$ cat src/rtl/nmea_pkg.sv
// Shared types, ASCII constants and character helpers for the NMEA sentence parsers.
package nmea_pkg;

  typedef enum logic [2:0] {
    S_IDLE,
    S_HDR,
    S_TIME,
    S_SKIP,
    S_CK_HI,
    S_CK_LO
  } state_t;

  localparam logic [7:0] ASC_DOLLAR = 8'h24;
  localparam logic [7:0] ASC_STAR   = 8'h2A;
  localparam logic [7:0] ASC_COMMA  = 8'h2C;
  localparam logic [7:0] ASC_CR     = 8'h0D;
  localparam logic [7:0] ASC_LF     = 8'h0A;
  localparam logic [7:0] ASC_G      = 8'h47;
  localparam logic [7:0] ASC_P      = 8'h50;
  localparam logic [7:0] ASC_N      = 8'h4E;
  localparam logic [7:0] ASC_R      = 8'h52;
  localparam logic [7:0] ASC_M      = 8'h4D;
  localparam logic [7:0] ASC_C      = 8'h43;

  // Returns {valid, nibble}; letters map via low nibble + 9 ('A'/'a' -> 10).
  function automatic logic [4:0] hex_nibble(input logic [7:0] c);
    if (c >= 8'h30 && c <= 8'h39)
      return {1'b1, c[3:0]};
    else if ((c >= 8'h41 && c <= 8'h46) || (c >= 8'h61 && c <= 8'h66))
      return {1'b1, c[3:0] + 4'd9};
    else
      return 5'd0;
  endfunction

  function automatic logic is_digit(input logic [7:0] c);
    return (c >= 8'h30) && (c <= 8'h39);
  endfunction

  // Header after '$': G, P|N, R, M, C, ','
  function automatic logic hdr_match(input logic [2:0] pos, input logic [7:0] c);
    case (pos)
      3'd0:    return c == ASC_G;
      3'd1:    return (c == ASC_P) || (c == ASC_N);
      3'd2:    return c == ASC_R;
      3'd3:    return c == ASC_M;
      3'd4:    return c == ASC_C;
      3'd5:    return c == ASC_COMMA;
      default: return 1'b0;
    endcase
  endfunction

endpackage

$ cat src/rtl/nmea_checksum.sv
// 8-bit XOR accumulator for NMEA sentence checksums; clr has priority over en.
module nmea_checksum (
  input  logic       clk,
  input  logic       rst,
  input  logic       clr,
  input  logic       en,
  input  logic [7:0] data,
  output logic [7:0] sum
);

  always_ff @(posedge clk) begin
    if (rst || clr) sum <= 8'h00;
    else if (en)    sum <= sum ^ data;
  end

endmodule

$ cat src/rtl/nmea_rmc_parser.sv
// $GPRMC/$GNRMC parser: extracts UTC hh/mm/ss, verifies the *hh checksum and
// publishes the time with a one-cycle strobe.
module nmea_rmc_parser
  import nmea_pkg::*;
#(
  parameter bit CHECK_SUM = 1'b1,
  parameter int MAX_LEN   = 82
) (
  input  logic       clk,
  input  logic       rst,
  input  logic [7:0] i_byte,
  input  logic       i_byte_valid,
  output logic       o_pattern_found,
  output logic [4:0] o_hr,
  output logic [5:0] o_min,
  output logic [5:0] o_sec,
  output logic       o_time_valid,
  output logic       o_cksum_err
);

  localparam int LW = $clog2(MAX_LEN + 2);

  state_t        state, state_n;
  logic [LW-1:0] len, len_n;
  logic [2:0]    idx, idx_n;
  logic [3:0]    tens, ck_hi;
  logic [6:0]    sh_hr, sh_min, sh_sec, pair_val;
  logic [7:0]    sum;
  logic [4:0]    hx;
  logic          cs_clr, cs_en, pf_set, pub, err, dig_we, ck_we, in_range;

  nmea_checksum u_cksum (
    .clk  (clk),
    .rst  (rst),
    .clr  (cs_clr),
    .en   (cs_en),
    .data (i_byte),
    .sum  (sum)
  );

  assign hx       = hex_nibble(i_byte);
  assign pair_val = 7'(tens) * 7'd10 + {3'b000, i_byte[3:0]};
  assign in_range = (sh_hr <= 7'd23) && (sh_min <= 7'd59) && (sh_sec <= 7'd60);

  always_ff @(posedge clk) begin
    if (rst) begin
      state <= S_IDLE;
      len   <= '0;
      idx   <= '0;
    end else begin
      state <= state_n;
      len   <= len_n;
      idx   <= idx_n;
    end
  end

  always_comb begin
    state_n = state;
    len_n   = len;
    idx_n   = idx;
    cs_clr  = 1'b0;
    cs_en   = 1'b0;
    pf_set  = 1'b0;
    pub     = 1'b0;
    err     = 1'b0;
    dig_we  = 1'b0;
    ck_we   = 1'b0;
    if (i_byte_valid) begin
      if (i_byte == ASC_DOLLAR) begin
        state_n = S_HDR;
        cs_clr  = 1'b1;
        len_n   = LW'(1);
        idx_n   = '0;
      end else if (state != S_IDLE) begin
        if (i_byte == ASC_CR || i_byte == ASC_LF) begin
          state_n = S_IDLE;
        end else if (int'(len) >= MAX_LEN) begin
          // this byte would be character MAX_LEN+1
          state_n = S_IDLE;
        end else begin
          len_n = len + LW'(1);
          case (state)
            S_HDR: begin
              cs_en = 1'b1;
              if (!hdr_match(idx, i_byte)) state_n = S_IDLE;
              else if (idx == 3'd5) begin
                state_n = S_TIME;
                pf_set  = 1'b1;
                idx_n   = '0;
              end else idx_n = idx + 3'd1;
            end
            S_TIME: begin
              cs_en = 1'b1;
              if (!is_digit(i_byte)) state_n = S_IDLE;
              else begin
                dig_we = 1'b1;
                idx_n  = idx + 3'd1;
                if (idx == 3'd5) state_n = S_SKIP;
              end
            end
            S_SKIP: begin
              if (i_byte == ASC_STAR) begin
                if (CHECK_SUM) state_n = S_CK_HI;
                else begin
                  pub     = in_range;
                  state_n = S_IDLE;
                end
              end else cs_en = 1'b1;
            end
            S_CK_HI: begin
              if (hx[4]) begin
                ck_we   = 1'b1;
                state_n = S_CK_LO;
              end else state_n = S_IDLE;
            end
            S_CK_LO: begin
              state_n = S_IDLE;
              if (hx[4]) begin
                if ({ck_hi, hx[3:0]} == sum) pub = in_range;
                else                         err = 1'b1;
              end
            end
            default: state_n = S_IDLE;
          endcase
        end
      end
    end
  end

  always_ff @(posedge clk) begin
    if (rst) begin
      tens            <= '0;
      ck_hi           <= '0;
      sh_hr           <= '0;
      sh_min          <= '0;
      sh_sec          <= '0;
      o_hr            <= '0;
      o_min           <= '0;
      o_sec           <= '0;
      o_pattern_found <= 1'b0;
      o_time_valid    <= 1'b0;
      o_cksum_err     <= 1'b0;
    end else begin
      o_pattern_found <= pf_set;
      o_time_valid    <= pub;
      o_cksum_err     <= err;
      if (ck_we) ck_hi <= hx[3:0];
      // even index = tens digit, odd index completes the pair
      if (dig_we) begin
        if (!idx[0]) tens <= i_byte[3:0];
        else begin
          case (idx)
            3'd1:    sh_hr  <= pair_val;
            3'd3:    sh_min <= pair_val;
            default: sh_sec <= pair_val;
          endcase
        end
      end
      if (pub) begin
        o_hr  <= sh_hr[4:0];
        o_min <= sh_min[5:0];
        o_sec <= sh_sec[5:0];
      end
    end
  end

endmodule

$ cat config.mk
export PLATFORM = sky130hd
export DESIGN_NAME = nmea_rmc_parser
export DESIGN_NICKNAME = d
export VERILOG_FILES = /design/src/rtl/nmea_pkg.sv /design/src/rtl/nmea_checksum.sv /design/src/rtl/nmea_rmc_parser.sv
export SDC_FILE = /design/constraint.sdc
export NUM_CORES = 1
export LEC_CHECK = 0
export CAP_MARGIN = 20
export CORE_ASPECT_RATIO = 0.8
export CORE_MARGIN = 10
export CORE_UTILIZATION = 32
export CTS_BUF_LIST = sky130_fd_sc_hd__clkbuf_16
export CTS_CLUSTER_DIAMETER = 120
export DETAILED_ROUTE_END_ITERATION = 10
export GPL_ROUTABILITY_DRIVEN = 0
export SYNTH_ARGS = -nofsm -noshare
export SYNTH_HDL_FRONTEND = slang
export SYNTH_HIERARCHICAL = 1
export SYNTH_SLANG_ARGS = --single-unit
$ cat constraint.sdc
create_clock -name clk -period 5.5 [get_ports clk]
set_input_delay 1.1 -clock clk [delete_from_list [all_inputs] [get_ports clk]]
set_output_delay 1.1 -clock clk [all_outputs]
set_load 0.05 [all_outputs]
# After elaboration in Yosys (flattened, before gate mapping)

Cells that the tools add are included.

Bits in registers: 70
Latch bits: 0
RAM bits: 0
Memory bits (read-only): 0
Bits of input ports: 11
Output and inout port bits: 20
Word-level logic and storage cells: 157
Memories: 0

Add/subtract/negate cells: 4
Multiply operators: 1
Div/mod/pow operators: 0
Order comparisons: 10
Equal/unequal tests: 29
Shift-type cells: 0
Mux-type cells: 65
Bitwise gates (word level): 9
Reductions and logical operators: 24

Operators by type and width:

| operator                                            | count |
|---|---|
| 2-to-1 mux 3 bit                                    | 17 |
| == test 8 x 7 -> 1 bit, second input constant       | 6 |
| 2-to-1 mux 1 bit                                    | 38 |
| 2-to-1 mux 7 bit                                    | 4 |
| == test 8 x 6 -> 1 bit, second input constant       | 3 |
| == test 8 x 4 -> 1 bit, second input constant       | 2 |
| >= comparator 8 x 7 -> 1 bit, second input constant | 2 |
| <= comparator 8 x 7 -> 1 bit, second input constant | 2 |
| OR reduction 8 bit                                  | 2 |
| <= comparator 7 x 6 -> 1 bit, second input constant | 2 |
| == test 3 x 2 -> 1 bit, second input constant       | 4 |
| == test 3 bit, second input constant                | 4 |
| inequality test 6 bit, second input constant        | 2 |
| one-hot mux 3 bit (4 select lines)                  | 1 |
| 2-to-1 mux 5 bit                                    | 2 |
| AND reduction 3 bit                                 | 3 |
| == test 8 bit                                       | 1 |
| >= comparator 8 x 6 -> 1 bit, second input constant | 1 |
| <= comparator 8 x 6 -> 1 bit, second input constant | 1 |
| NOT 1 bit                                           | 8 |
| XOR 8 bit                                           | 1 |
| adder 7 x 1 -> 7 bit, second input constant         | 1 |
| adder 7 x 4 -> 7 bit                                | 1 |
| >= comparator 7 bit, second input constant          | 1 |
| 21 further kinds                                    | 33 |

# Logic depth before layout (Yosys ltp)

Word-level depth: 15
Mapped depth: 13

# Hierarchy

The synthesis kept the hierarchy.

By module, submodules not included:

| module          | times used | cells each | area each (um^2) | seq. area each (um^2) |
|---|---|---|---|---|
| nmea_rmc_parser | 1          | 428        | 3708.6           | 1241.2 |
| nmea_checksum   | 1          | 36         | 385.4            | 160.2 |

# Least setup slack after synthesis

No wires, ideal clock.

Path kind: in2reg
Start point: input i_byte[0]
End point: register o_hr[0]
Setup time: 72 ps
Arrival time: 3715 ps
Data required time: 5428 ps
Slack: 1713 ps
Stages on the path: 12
Path buffers: 3
Cell sequence: buf_2 > clkinv_1 > ha_1 > o21bai_1 > a21oi_4 > a31oi_4 > or4b_1 > or4_4 > a211oi_2 > buf_6 > buf_12 > mux2i_1

Cells in the longest elaborated chain, start to end: 14
Elaborated cells between the ends (all ways): 26
Classes of those cells: add/sub: 1; order compare: 6; eq/ne: 4; mux: 10; reduce/logical: 5

Ends and longest elaborated chain:

| what                                                                                | RTL line               | RTL |
|---|---|---|
| start: declaration                                                                  | nmea_rmc_parser.sv:11  | `input logic [7:0] i_byte,` |
| >= comparator 8 x 7 -> 1 bit / <= comparator 8 x 7 -> 1 bit (equally long branches) | nmea_pkg.sv:29         | `else if ((c >= 8'h41 && c <= 8'h46) \|\| (c >= 8'h61 && c <= 8'h66))` |
| logical AND 1 bit                                                                   | nmea_pkg.sv:29         |  |
| logical OR 1 bit                                                                    | nmea_pkg.sv:29         |  |
| 2-to-1 mux 5 bit                                                                    | nmea_pkg.sv:29         |  |
| 2-to-1 mux 5 bit                                                                    | nmea_pkg.sv:27         | `if (c >= 8'h30 && c <= 8'h39)` |
| == test 8 bit                                                                       | nmea_rmc_parser.sv:119 | `if ({ck_hi, hx[3:0]} == sum) pub = in_range;` |
| 2-to-1 mux 1 bit                                                                    | nmea_rmc_parser.sv:119 |  |
| 2-to-1 mux 1 bit                                                                    | nmea_rmc_parser.sv:118 | `if (hx[4]) begin` |
| 2-to-1 mux 1 bit                                                                    | -                      |  |
| 2-to-1 mux 1 bit                                                                    | nmea_rmc_parser.sv:77  | `end else if (int'(len) >= MAX_LEN) begin` |
| 2-to-1 mux 1 bit                                                                    | nmea_rmc_parser.sv:75  | `if (i_byte == ASC_CR \|\| i_byte == ASC_LF) begin` |
| 2-to-1 mux 1 bit                                                                    | nmea_rmc_parser.sv:74  | `end else if (state != S_IDLE) begin` |
| 2-to-1 mux 1 bit *                                                                  | nmea_rmc_parser.sv:69  | `if (i_byte == ASC_DOLLAR) begin` |
| 2-to-1 mux 1 bit *                                                                  | nmea_rmc_parser.sv:68  | `if (i_byte_valid) begin` |
| end signal: assignment                                                              | nmea_rmc_parser.sv:160 | `o_hr <= sh_hr[4:0];` |
| end: declaration                                                                    | nmea_rmc_parser.sv:14  | `output logic [4:0] o_hr,` |

Every way passes the cells marked *; elsewhere a longest branch is shown, timed or not.
A chain may end at the register's enable or synchronous reset.

# Worst setup path in the final report

Start point: input i_byte[0]
End point: register o_sec[2]

Cells in the longest elaborated chain, start to end: 14
Elaborated cells between the ends (all ways): 26
Classes of those cells: add/sub: 1; order compare: 6; eq/ne: 4; mux: 10; reduce/logical: 5

Ends and longest elaborated chain:

| what                                                                                | RTL line               | RTL |
|---|---|---|
| >= comparator 8 x 7 -> 1 bit / <= comparator 8 x 7 -> 1 bit (equally long branches) | nmea_pkg.sv:29         |  |
| logical AND 1 bit                                                                   | nmea_pkg.sv:29         |  |
| logical OR 1 bit                                                                    | nmea_pkg.sv:29         |  |
| 2-to-1 mux 5 bit                                                                    | nmea_pkg.sv:29         |  |
| 2-to-1 mux 5 bit                                                                    | nmea_pkg.sv:27         |  |
| == test 8 bit                                                                       | nmea_rmc_parser.sv:119 |  |
| 2-to-1 mux 1 bit                                                                    | nmea_rmc_parser.sv:119 |  |
| 2-to-1 mux 1 bit                                                                    | nmea_rmc_parser.sv:118 |  |
| 2-to-1 mux 1 bit                                                                    | -                      |  |
| 2-to-1 mux 1 bit                                                                    | nmea_rmc_parser.sv:77  |  |
| 2-to-1 mux 1 bit                                                                    | nmea_rmc_parser.sv:75  |  |
| 2-to-1 mux 1 bit                                                                    | nmea_rmc_parser.sv:74  |  |
| 2-to-1 mux 1 bit *                                                                  | nmea_rmc_parser.sv:69  |  |
| 2-to-1 mux 1 bit *                                                                  | nmea_rmc_parser.sv:68  |  |
| end signal: assignment                                                              | nmea_rmc_parser.sv:162 | `o_sec <= sh_sec[5:0];` |
| end: declaration                                                                    | nmea_rmc_parser.sv:16  | `output logic [5:0] o_sec,` |

Marks and branches as above.

==> flow_summary.json <==
{
  "leakagePower_nw": 1.75,
  "irDropWorstVdd_v": 0.000124,
  "relSlewSlack_pct": 53.8,
  "cts_hold_buf": 0,
  "dieArea_sq_um": 17700,
  "r2r_slack_ps": 2490,
  "synth_area_leader_cell": "dfxtp_1",
  "syn_inst": 464,
  "critPathLaunch": "i_byte[0]",
  "finalCritPeriodShare_pct": 78.7,
  "crit_slowest_cell": "clkdlybuf4s50_1",
  "wire_per_inst_um": 14.9,
  "grt-ovfl-total": 0,
  "routed_wl_mm": 9.90,
  "vias_per_cell": 5.01,
  "row_count": 36,
  "cts_tree": "done",
  "ant_nets": 0,
  "post_cts_resized": 0,
  "grt_pass1_wl_mm": 16.8,
  "port_buffers": 30,
  "syn_nets": 494,
  "track_usage_pct": 11.3,
  "fin_cells": 666,
  "diodes": 0,
  "clock.fmax_mhz": 231,
  "insertion_delay_ps": 340,
  "rsz0062_at_grt": "false",
  "r2r-end": "o_sec[2]",
  "remaining_drc_errors": 0,
  "maxCapViolCount": 0,
  "place_inst": 650,
  "crit_family": "simple AND/OR/NAND/NOR gates",
  "crit_end": "o_sec[2]",
  "drtIter0Drc": 165,
  "r2r-start": "len[0]",
  "required_ps": 5760,
  "critPathBufInv": 3,
  "clkSlewWorstSetupHoldPaths_ps": 70,
  "yosysSeqAreaShare_pct": 34.2,
  "worstPathArrival_ps": 4600,
  "drv_slew": 0,
  "die_y_um": 121,
  "synth.top_cell.area_share_pct": 34.2,
  "htreeDepth": 3,
  "syn_to_final_growth_pct": 17.8,
  "fin_util_pct": 39.1,
  "yosys_warnings": 6,
  "die_x_um": 146,
  "initial_utilization_pct": 33.2,
  "cts_root_buf": "clkbuf_16",
  "syn_area_per_cell_sq_um": 8.82,
  "status": "finished clean",
  "num_vias": 3336,
  "drive_gt1_share_pct": 9.29,
  "netlist_area_sq_um": 4090,
  "cp_max_fo": 17,
  "worst_pin_slew_ps": 691,
  "clockBufferDepth": 2,
  "worstHoldPathType": "flop to flop",
  "slowest_delay_ps": 570,
  "fin_nets": 520,
  "ys_seq_elements": 70,
  "critPathCaptureType": "flop",
  "fin_setup_tns_ps": 0,
  "hold_violations": 0,
  "grt_pass1_vias": 3343,
  "synth-main-ff-cell": "dfxtp_1",
  "ys_types": 69,
  "yosys-top-cells-area": "dfxtp_1 (34%), mux2i_1 (8.6%), nor2_1 (6.4%)",
  "synthArstFlopShare_pct": 0,
  "cp-start-kind": "primary input",
  "finalCriticalPeriod_ps": 4330,
  "skew_ps": 8.27,
  "nFillCells": 1273,
  "setup-violations-final": 0,
  "rr_worst_depth": 10,
  "crit_cells": 11,
  "p_per_area_nw_per_um2": 235,
  "post_cts_buffers": 0,
  "num_io_pins": 31,
  "grt_max_degree": 78,
  "cts_made_buffers": 9,
  "crit_chain": "clkdlybuf4s50_1, clkinv_1, ha_1, nor2b_1, and3_1, nor3_2, nand2b_1, or4_4, a211oi_4, buf_4, mux2i_1",
  "core_sq_um": 12300,
  "dp_hpwl_mm": 7.28,
  "synth_edf_count": 0,
  "antenna_found_initial": 0,
  "critPathKind": "primary input to flop",
  "clkSinkCount": 70,
  "dr.pass1.iters": 4
}
==> cells in the mapped netlist, types with 5 or more instances <==
library cell,number
inv_1,14
nor2b_1,5
nand2b_1,40
dfxtp_1,70
o21ai_0,8
clkbuf_1,13
nand2_1,17
xnor2_1,10
nor4_1,9
a21oi_1,30
nand3b_1,11
ha_1,17
nor2_1,70
nand3_1,7
nand4_1,8
a21bo_2,6
mux2i_1,35
xor2_1,8
buf_2,6
==> report_power, final <==
group / switching [mW] / internal (mW) / total [mW]
Sequential: 0.000117 / 0.507 / 0.507
Clock: 0.244 / 0.314 / 0.558
Combinational: 0.0414 / 0.0257 / 0.0671
==> layer usage <==
layer  vias to the layer above  GRT usage (%)  wire length [um]
li1                       1702              -                 -
met1                      1571           14.9              4960
met2                        52           17.7              4440
met3                        11           3.35               378
met4                         0           2.68               120
met5                         -              0                 0
==> worst min path at each step <==
stage | from | endpoint | slack (ps) | cells after the start
after floorplan | sh_hr[1] | o_hr[1] | 450 | 2
after global placement | o_min[5] | o_min[5] | 460 | 2
after detailed placement | o_min[5] | o_min[5] | 470 | 2
after CTS | sh_min[0] | o_min[0] | 480 | 2
after global routing | sh_min[0] | o_min[0] | 500 | 2
final | o_min[2] | o_min[2] | 470 | 2
==> tightest hold or removal path: cells and delay by family, from the launching register on <==
| family | cells | cell delay [ps] |
|---|---|---|
| flops | 1 | 310 |
| simple gates | 1 | 60 |
| mux | 1 | 50 |
==> layout make-up <==
class / count / area [sq um] / area share [%]
Sequential cell: 70 / 1400 / 29.0
Clock buffer: 9 / 225 / 4.67
Timing Repair Buffer: 39 / 363 / 7.52
Multi-Input combinational cell: 355 / 2500 / 51.9
Inverter: 15 / 56.3 / 1.17
Tap cell: 171 / 214 / 4.43
Clock inverter: 7 / 61.3 / 1.27
==> cells by family (layout without fill, tap and decap cells) <==
family / count (synthesis) / in the layout / synth area share, %
and+or+nand+nor: 193 / 193 / 26.0
buffers and inverters: 39 / 70 / 4.80
DFF: 70 / 70 / 34.2
AOI/OAI and AO/OA: 88 / 88 / 15.8
muxes: 37 / 37 / 9.11
adders and majority gates: 19 / 19 / 6.17
xor gates and xnor gates: 18 / 18 / 3.85
==> sequential cells by signal (all words and copies together) (netlist names) <==
signal,count
sh_sec,7
o_sec,6
o_pattern_found,1
sh_hr,7
idx,3
tens,4
u_cksum/sum,8
len,7
o_min,6
state,3
o_hr,5
sh_min,7
o_time_valid,1
ck_hi,4
o_cksum_err,1
==> per-stage QoR <==
| step | hold WS [ps] | power, mW | setup slack [ps] | area [sq um] |
|---|---|---|---|---|
| 3_3_place_gp | 464 | 0.584 | 940 | 4540 |
| 5_1_grt | 497 | 1.17 | 947 | 4820 |
| 6_report | 474 | 1.13 | 1170 | 4820 |
| 4_1_cts | 483 | 1.15 | 1210 | 4820 |
| 2_1_floorplan | 452 | 0.559 | 1710 | 4090 |
| 3_5_place_dp | 466 | 0.585 | 839 | 4540 |
==> cell usage in the layout (no fill, tap or decap), types with 3 or more instances in the layout <==
cell type	synthesis	final
nor2b_1	5	5
o21ai_0	8	8
dfxtp_1	70	70
nand2b_1	40	40
nor4_1	9	9
o31ai_1	3	3
ha_1	17	17
inv_6	0	3
clkdlybuf4s50_1	0	29
nand3b_1	11	11
o32ai_1	4	4
and2_1	3	3
clkbuf_16	0	9
and3_1	3	3
inv_1	14	14
xnor2_1	10	10
a211oi_1	4	4
o22ai_1	3	3
buf_4	0	9
nand2_1	17	17
a21o_1	3	3
a21bo_2	6	6
nand3_1	7	7
nand4b_1	3	3
mux2i_1	35	35
nand4_1	8	8
a21oi_1	30	30
xor2_1	8	8
nor2_1	70	70
Note: power is estimated with default switching activity, not from simulation.
